`src/rtl/mc_ctrl_pkg.sv`:
```
`default_nettype none
// ============================================================================
// Module   : mc_ctrl_pkg
// Brief    : Shared encodings for the multicycle MIPS control unit: state
//            codes, opcodes, datapath select encodings and fault codes.
// Revision : 1.0  initial release
// ============================================================================
package mc_ctrl_pkg;

  // State encoding; codes 12..14 are deliberately unused.
  typedef enum logic [3:0] {
    ST_FETCH     = 4'd0,
    ST_DECODE    = 4'd1,
    ST_MEM_ADDR  = 4'd2,
    ST_MEM_READ  = 4'd3,
    ST_MEM_WB    = 4'd4,
    ST_MEM_WRITE = 4'd5,
    ST_EXECUTE   = 4'd6,
    ST_ALU_WB    = 4'd7,
    ST_BRANCH    = 4'd8,
    ST_JUMP      = 4'd9,
    ST_IMM_EXEC  = 4'd10,
    ST_IMM_WB    = 4'd11,
    ST_FAULT     = 4'd15
  } state_e;

  // Opcode field values (IR[31:26]).
  localparam logic [5:0] C_OP_RTYPE = 6'b000000;
  localparam logic [5:0] C_OP_J     = 6'b000010;
  localparam logic [5:0] C_OP_BEQ   = 6'b000100;
  localparam logic [5:0] C_OP_BNE   = 6'b000101;
  localparam logic [5:0] C_OP_ADDI  = 6'b001000;
  localparam logic [5:0] C_OP_ANDI  = 6'b001100;
  localparam logic [5:0] C_OP_ORI   = 6'b001101;
  localparam logic [5:0] C_OP_LW    = 6'b100011;
  localparam logic [5:0] C_OP_SW    = 6'b101011;

  // ALU operation select.
  localparam logic [1:0] C_ALU_ADD   = 2'b00;
  localparam logic [1:0] C_ALU_SUB   = 2'b01;
  localparam logic [1:0] C_ALU_FUNCT = 2'b10;
  localparam logic [1:0] C_ALU_OPC   = 2'b11;

  // ALU B operand select.
  localparam logic [1:0] C_SRCB_B       = 2'b00;
  localparam logic [1:0] C_SRCB_FOUR    = 2'b01;
  localparam logic [1:0] C_SRCB_IMM     = 2'b10;
  localparam logic [1:0] C_SRCB_IMM_SH2 = 2'b11;

  // PC source select.
  localparam logic [1:0] C_PCSRC_ALU    = 2'b00;
  localparam logic [1:0] C_PCSRC_ALUOUT = 2'b01;
  localparam logic [1:0] C_PCSRC_JUMP   = 2'b10;

  // Fault codes.
  localparam logic [1:0] C_FAULT_NONE    = 2'b00;
  localparam logic [1:0] C_FAULT_ILLEGAL = 2'b01;
  localparam logic [1:0] C_FAULT_TIMEOUT = 2'b10;

endpackage
`default_nettype wire

```
`src/rtl/mc_wait_timer.sv`:
```
`default_nettype none
// ============================================================================
// Module   : mc_wait_timer
// Brief    : Consecutive-stall counter for memory states. expired_o flags that
//            the stall budget WAIT_MAX is used up (never when WAIT_MAX is 0).
// Revision : 1.0  initial release
// ============================================================================
module mc_wait_timer #(
  parameter int WAIT_MAX = 15,
  parameter int WAIT_W   = 4
) (
  input  logic clk,
  input  logic rst,
  input  logic clear_i,
  input  logic inc_i,
  output logic expired_o
);

  localparam logic [WAIT_W-1:0] C_MAX = WAIT_W'(WAIT_MAX);

  logic [WAIT_W-1:0] count_q;

  // Stall counter: clear has priority over increment.
  always_ff @(posedge clk) begin
    if (rst || clear_i) begin
      count_q <= '0;
    end else if (inc_i) begin
      count_q <= count_q + WAIT_W'(1);
    end
  end

  assign expired_o = (WAIT_MAX != 0) && (count_q == C_MAX);

endmodule
`default_nettype wire

```
`src/rtl/mc_control_fsm.sv`:
```
`default_nettype none
// ============================================================================
// Module   : mc_control_fsm
// Brief    : Multicycle MIPS control unit. Sequences each instruction through
//            fetch/decode/execute/memory/writeback states, stalls on
//            mem_ready, and traps illegal opcodes and memory timeouts into a
//            sticky FAULT state left only by rst.
//            Optional macro MC_PERF_CNT_EN enables the instr_retired and
//            cycle_count counters; otherwise both ports read 0.
// Revision : 1.0  initial release
// ============================================================================
module mc_control_fsm
  import mc_ctrl_pkg::*;
#(
  parameter int WAIT_MAX = 15,
  parameter int WAIT_W   = 4,
  parameter int CNT_W    = 32
) (
  input  logic             clk,
  input  logic             rst,
  input  logic [5:0]       opcode,
  input  logic             mem_ready,
  output logic             pc_write,
  output logic             pc_write_cond,
  output logic             branch_ne,
  output logic             i_or_d,
  output logic             mem_read,
  output logic             mem_write,
  output logic             mem_to_reg,
  output logic             ir_write,
  output logic             reg_write,
  output logic             reg_dst,
  output logic             alu_src_a,
  output logic [1:0]       alu_src_b,
  output logic [1:0]       alu_op,
  output logic [1:0]       pc_source,
  output logic [3:0]       state,
  output logic             fault,
  output logic [1:0]       fault_code,
  output logic [CNT_W-1:0] instr_retired,
  output logic [CNT_W-1:0] cycle_count
);

  state_e     state_q, state_d;
  logic [1:0] fault_code_q, fault_code_d;
  logic       w_expired;
  logic       w_stall;

  // Stall states wait on mem_ready; the counter restarts on any progress.
  assign w_stall = ((state_q == ST_FETCH) || (state_q == ST_MEM_READ) ||
                    (state_q == ST_MEM_WRITE)) && !mem_ready;

  mc_wait_timer #(
    .WAIT_MAX (WAIT_MAX),
    .WAIT_W   (WAIT_W)
  ) u_wait_timer (
    .clk       (clk),
    .rst       (rst),
    .clear_i   ((state_d != state_q) || mem_ready),
    .inc_i     (w_stall),
    .expired_o (w_expired)
  );

  // State and fault-code registers.
  always_ff @(posedge clk) begin
    if (rst) begin
      state_q      <= ST_FETCH;
      fault_code_q <= C_FAULT_NONE;
    end else begin
      state_q      <= state_d;
      fault_code_q <= fault_code_d;
    end
  end

  // Next-state and datapath control decode; everything is forced low in reset.
  always_comb begin
    state_d       = state_q;
    fault_code_d  = fault_code_q;
    pc_write      = 1'b0;
    pc_write_cond = 1'b0;
    branch_ne     = 1'b0;
    i_or_d        = 1'b0;
    mem_read      = 1'b0;
    mem_write     = 1'b0;
    mem_to_reg    = 1'b0;
    ir_write      = 1'b0;
    reg_write     = 1'b0;
    reg_dst       = 1'b0;
    alu_src_a     = 1'b0;
    alu_src_b     = C_SRCB_B;
    alu_op        = C_ALU_ADD;
    pc_source     = C_PCSRC_ALU;

    case (state_q)
      ST_FETCH: begin
        mem_read  = 1'b1;
        alu_src_b = C_SRCB_FOUR;
        alu_op    = C_ALU_ADD;
        ir_write  = mem_ready;
        pc_write  = mem_ready;
        if (mem_ready) begin
          state_d = ST_DECODE;
        end else if (w_expired) begin
          state_d      = ST_FAULT;
          fault_code_d = C_FAULT_TIMEOUT;
        end
      end
      ST_DECODE: begin
        alu_src_b = C_SRCB_IMM_SH2;
        case (opcode)
          C_OP_LW, C_OP_SW:               state_d = ST_MEM_ADDR;
          C_OP_RTYPE:                     state_d = ST_EXECUTE;
          C_OP_BEQ, C_OP_BNE:             state_d = ST_BRANCH;
          C_OP_J:                         state_d = ST_JUMP;
          C_OP_ADDI, C_OP_ANDI, C_OP_ORI: state_d = ST_IMM_EXEC;
          default: begin
            state_d      = ST_FAULT;
            fault_code_d = C_FAULT_ILLEGAL;
          end
        endcase
      end
      ST_MEM_ADDR: begin
        alu_src_a = 1'b1;
        alu_src_b = C_SRCB_IMM;
        state_d   = (opcode == C_OP_SW) ? ST_MEM_WRITE : ST_MEM_READ;
      end
      ST_MEM_READ: begin
        mem_read = 1'b1;
        i_or_d   = 1'b1;
        if (mem_ready) begin
          state_d = ST_MEM_WB;
        end else if (w_expired) begin
          state_d      = ST_FAULT;
          fault_code_d = C_FAULT_TIMEOUT;
        end
      end
      ST_MEM_WRITE: begin
        mem_write = 1'b1;
        i_or_d    = 1'b1;
        if (mem_ready) begin
          state_d = ST_FETCH;
        end else if (w_expired) begin
          state_d      = ST_FAULT;
          fault_code_d = C_FAULT_TIMEOUT;
        end
      end
      ST_MEM_WB: begin
        reg_write  = 1'b1;
        mem_to_reg = 1'b1;
        reg_dst    = 1'b0;
        state_d    = ST_FETCH;
      end
      ST_EXECUTE: begin
        alu_src_a = 1'b1;
        alu_op    = C_ALU_FUNCT;
        state_d   = ST_ALU_WB;
      end
      ST_ALU_WB: begin
        reg_write = 1'b1;
        reg_dst   = 1'b1;
        state_d   = ST_FETCH;
      end
      ST_BRANCH: begin
        alu_src_a     = 1'b1;
        alu_op        = C_ALU_SUB;
        pc_write_cond = 1'b1;
        pc_source     = C_PCSRC_ALUOUT;
        branch_ne     = (opcode == C_OP_BNE);
        state_d       = ST_FETCH;
      end
      ST_JUMP: begin
        pc_write  = 1'b1;
        pc_source = C_PCSRC_JUMP;
        state_d   = ST_FETCH;
      end
      ST_IMM_EXEC: begin
        alu_src_a = 1'b1;
        alu_src_b = C_SRCB_IMM;
        alu_op    = (opcode == C_OP_ADDI) ? C_ALU_ADD : C_ALU_OPC;
        state_d   = ST_IMM_WB;
      end
      ST_IMM_WB: begin
        reg_write = 1'b1;
        reg_dst   = 1'b0;
        state_d   = ST_FETCH;
      end
      ST_FAULT: begin
        state_d = ST_FAULT;
      end
      default: begin
        state_d      = ST_FAULT;
        fault_code_d = C_FAULT_ILLEGAL;
      end
    endcase

    if (rst) begin
      pc_write      = 1'b0;
      pc_write_cond = 1'b0;
      branch_ne     = 1'b0;
      i_or_d        = 1'b0;
      mem_read      = 1'b0;
      mem_write     = 1'b0;
      mem_to_reg    = 1'b0;
      ir_write      = 1'b0;
      reg_write     = 1'b0;
      reg_dst       = 1'b0;
      alu_src_a     = 1'b0;
      alu_src_b     = C_SRCB_B;
      alu_op        = C_ALU_ADD;
      pc_source     = C_PCSRC_ALU;
    end
  end

  assign state      = rst ? ST_FETCH : state_q;
  assign fault      = !rst && (state_q == ST_FAULT);
  assign fault_code = rst ? C_FAULT_NONE : fault_code_q;

`ifdef MC_PERF_CNT_EN
  logic [CNT_W-1:0] instr_retired_q;
  logic [CNT_W-1:0] cycle_count_q;
  logic             w_retire;

  // An instruction retires on its last cycle; a store only once memory accepts it.
  assign w_retire = (state_q == ST_MEM_WB)  || (state_q == ST_ALU_WB) ||
                    (state_q == ST_IMM_WB)  || (state_q == ST_BRANCH) ||
                    (state_q == ST_JUMP)    ||
                    ((state_q == ST_MEM_WRITE) && mem_ready);

  // Free-running performance counters, frozen while faulted, wrapping naturally.
  always_ff @(posedge clk) begin
    if (rst) begin
      instr_retired_q <= '0;
      cycle_count_q   <= '0;
    end else begin
      if (state_q != ST_FAULT) begin
        cycle_count_q <= cycle_count_q + CNT_W'(1);
      end
      if (w_retire) begin
        instr_retired_q <= instr_retired_q + CNT_W'(1);
      end
    end
  end

  assign instr_retired = instr_retired_q;
  assign cycle_count   = cycle_count_q;
`else
  assign instr_retired = '0;
  assign cycle_count   = '0;
`endif

endmodule
`default_nettype wire

```
`config.mk`:
```
export PLATFORM = sky130hd
export DESIGN_NAME = mc_control_fsm
export DESIGN_NICKNAME = d
export VERILOG_FILES = /design/src/rtl/mc_ctrl_pkg.sv /design/src/rtl/mc_wait_timer.sv /design/src/rtl/mc_control_fsm.sv
export SDC_FILE = /design/constraint.sdc
export NUM_CORES = 1
export LEC_CHECK = 0
export ABC_AREA = 0
export BUFFER_PORTS_ARGS = -buffer_cell sky130_fd_sc_hd__buf_2
export CORE_UTILIZATION = 45
export DETAILED_ROUTE_END_ITERATION = 12
export GPL_TIMING_DRIVEN = 0
export PLACE_DENSITY = 0.82
export SLEW_MARGIN = 10
export SYNTH_ARGS = -nofsm -noshare
export SYNTH_HDL_FRONTEND = slang
export SYNTH_HIERARCHICAL = 1
export SYNTH_SLANG_ARGS = --single-unit
```
`constraint.sdc`:
```
create_clock -name clk -period 3.1 [get_ports clk]
set_clock_uncertainty 0.15 [all_clocks]
set_input_delay 0.155 -clock clk [delete_from_list [all_inputs] [get_ports clk]]
set_output_delay 0.155 -clock clk [all_outputs]
set_load 0.01 [all_outputs]
```
==> results.cfg <==
[drt]
via_per_inst = 4.55
totalWireLength_mm = 3.76
drtAntennaViolNets = 0
drtPass1Iterations = 4
drtIter0Drc = 82
vias = 1705
drc = 0
post_drt_wl_per_cell_um = 10.0

[yosys]
ys_seq_area_share_pct = 12.0
ys_top_cells_by_area = buf_4 30%, dfxtp_1 12%, nor2_1 5.2%
yosysWarnings = 6
ys_types = 51
ys_ff_latch = 10
synth_edf_count = 0
synth_ff_type = dfxtp_1
synthArstFlopShare_pct = 0
syn_area_per_cell_um2 = 7.11
synth_top_area_share_pct = 29.7
syn_inst = 235
syn-cell-area_um2 = 1670
yosysTopAreaCell = buf_4

[floorplan]
rows = 21
die_y_um = 62.9
core_area_um2 = 3440
dieArea_um2 = 3960
start_util_pct = 48.5
io_pins = 97
die_x_um = 62.9

[global_route]
grt_max_degree = 11
grt_pass1_wl_mm = 6.17
grt-ovfl-total = 0
antenna_found_initial = 0
grt_pass1_vias = 1428
grtUsageTotal_pct = 18.7

[run_status]
status = finished clean

[final_layout]
final_common_cell = buf_4
drive_above_1_share_pct = 34.0
fill_cells = 350
final_cell_mix = 66 x buf_4, 64 x conb_1, 29 x buf_2, 23 x nor2_1, 13 x nand2_1
synthToLayoutAreaGrowth_pct = 28.5
diodes = 0
layout.nets = 341

[clocking]
post-cts-setup-buffers = 0
h-tree-depth = 1
clock_path_buffers = 2
clkSlewWorstSetupHoldPaths_ns = 0.04
insertion_delay_ns = 0.23
cts_tree = done
cts_root_buf = clkbuf_8
cts_buffers = 3
cts_sinks = 10
cts-resized-gates = 0
cts-hold-fix-buffers = 0

[critical_path]
path_class = flip-flop to flip-flop
arrival_ns = 2.54
crit_required_ns = 3.11
endpoint_kind = flip-flop
r2r_setup_slack_ns = 0.57
worstPathMaxFanout = 10
critPathLaunchType = flip-flop

[placement]
dp_hpwl_mm = 3.05
port-buffer-count = 28
place_congestion = 0.923

[sta]
fin_hold_ws_ns = 0.177
setup_viol = 0
grt_setup_unrepaired = no
finalHoldViolCount = 0
slew_headroom_pct = 56.8
post-route-period-util_pct = 81.7
setup_tns_ns = 0
max_freq_mhz = 395
tightest_slew_ns = 0.648
min_period_ns = 2.53
finalMaxSlewViolations = 0

[pwr]
p_per_area_nw_per_um2 = 492
clkPwrFrac_pct = 12.1
p_comb_share_pct = 71.1
power_frac_seq_pct = 16.8
peakVddDrop_mv = 0.225
p_sw_share_pct = 48.8
power_leakage_nw = 1.16
intPower_w = 0.000540
power.switching_w = 0.000515

[run]
max-cap-violations = 0

[worst_hold_path]
min_path_type = primary input to flip-flop
[area by class of cell]
class | count | area (um2) | share of cell area (%)
Tap cell | 46 | 57.6 | 2.68
Buffer | 79 | 553 | 25.8
Multi-Input combinational cell | 205 | 1140 | 53.1
Sequential cell | 10 | 200 | 9.33
Clock buffer | 3 | 41.3 | 1.92
Timing Repair Buffer | 28 | 140 | 6.53
Inverter | 4 | 15.0 | 0.700
[power by group through the flow]
stage	sequential (W)	clock, W	combinational, W
2_1_floorplan	0.000174	0	0.000579
4_1_cts	0.000177	0.000130	0.000741
6_report	0.000177	0.000128	0.000751
3_3_place_gp	0.000178	0	0.000733
5_1_grt	0.000182	0.000137	0.000825
3_5_place_dp	0.000180	0	0.000738
[kinds of logic (layout without fill, tap and decap cells)]
kind of cell / count (synthesis) / count (layout) / synth area share, %
compound gates: 41 / 41 / 19.0
xor+xnor: 3 / 3 / 1.57
fa+ha+maj: 1 / 1 / 0.749
buf+inv: 83 / 114 / 34.0
flops: 10 / 10 / 12.0
mux: 4 / 4 / 2.70
other cells: 1 / 64 / 0.225
simple gates: 92 / 92 / 29.7
[worst max-delay path, stage by stage (launching register included)]
cell and delay (ns):
dfxtp_1 0.37, clkbuf_1 0.37, nand2b_1 0.23, nor3_1 0.32, o21ai_0 0.24, a41oi_2 0.24, nand3_1 0.13, or2_1 0.29
a21oi_1 0.13
[metrics by stage]
stage	instances	total power [W]	area, um2	worst slack (ns)	util, %
floorplan	298	0.000753	1910	0.921	-
global placement	372	0.000911	2100	0.613	61.1
detailed placement	372	0.000917	2100	0.583	61.1
CTS	375	0.00105	2150	0.565	62.3
global route	375	0.00114	2150	0.348	62.3
finish	375	0.00106	2150	0.567	62.3
[metal layers]
layer	global-route usage (%)	vias to the layer above	wire length, um
met2	33.2	101	1850
li1	-	874	-
met5	0	-	0
met3	5.29	0	438
met1	22.0	730	1480
met4	4.07	0	0
[sequential cells by signal, indices dropped and copies added (netlist names)]
name and flops:
fault_code_q 2, state_q 4, u_wait_timer/count_q 4
[cell usage after synthesis, types with 4 or more instances]
cell type,count
dfxtp_1,10
inv_1,4
nor3_1,10
a21oi_1,6
buf_4,66
and3_1,4
nand3_1,5
nor4_1,4
nor2_1,23
nor2b_1,7
nand2_1,13
or2_2,4
clkbuf_1,11
nor3b_1,4
nand2b_1,5
o21ai_0,8
a31oi_1,7
[worst paths after layout]
| kind | start | to | cells after the start |
|---|---|---|---|
| setup / recovery | state_q[0] | u_wait_timer/count_q[2] | 8 |
| hold / removal | rst | u_wait_timer/count_q[2] | 3 |
| setup reg to reg | state_q[0] | u_wait_timer/count_q[2] | 8 |
| hold reg to reg | u_wait_timer/count_q[1] | u_wait_timer/count_q[1] | 2 |
Power figures use the tool's default switching activity.
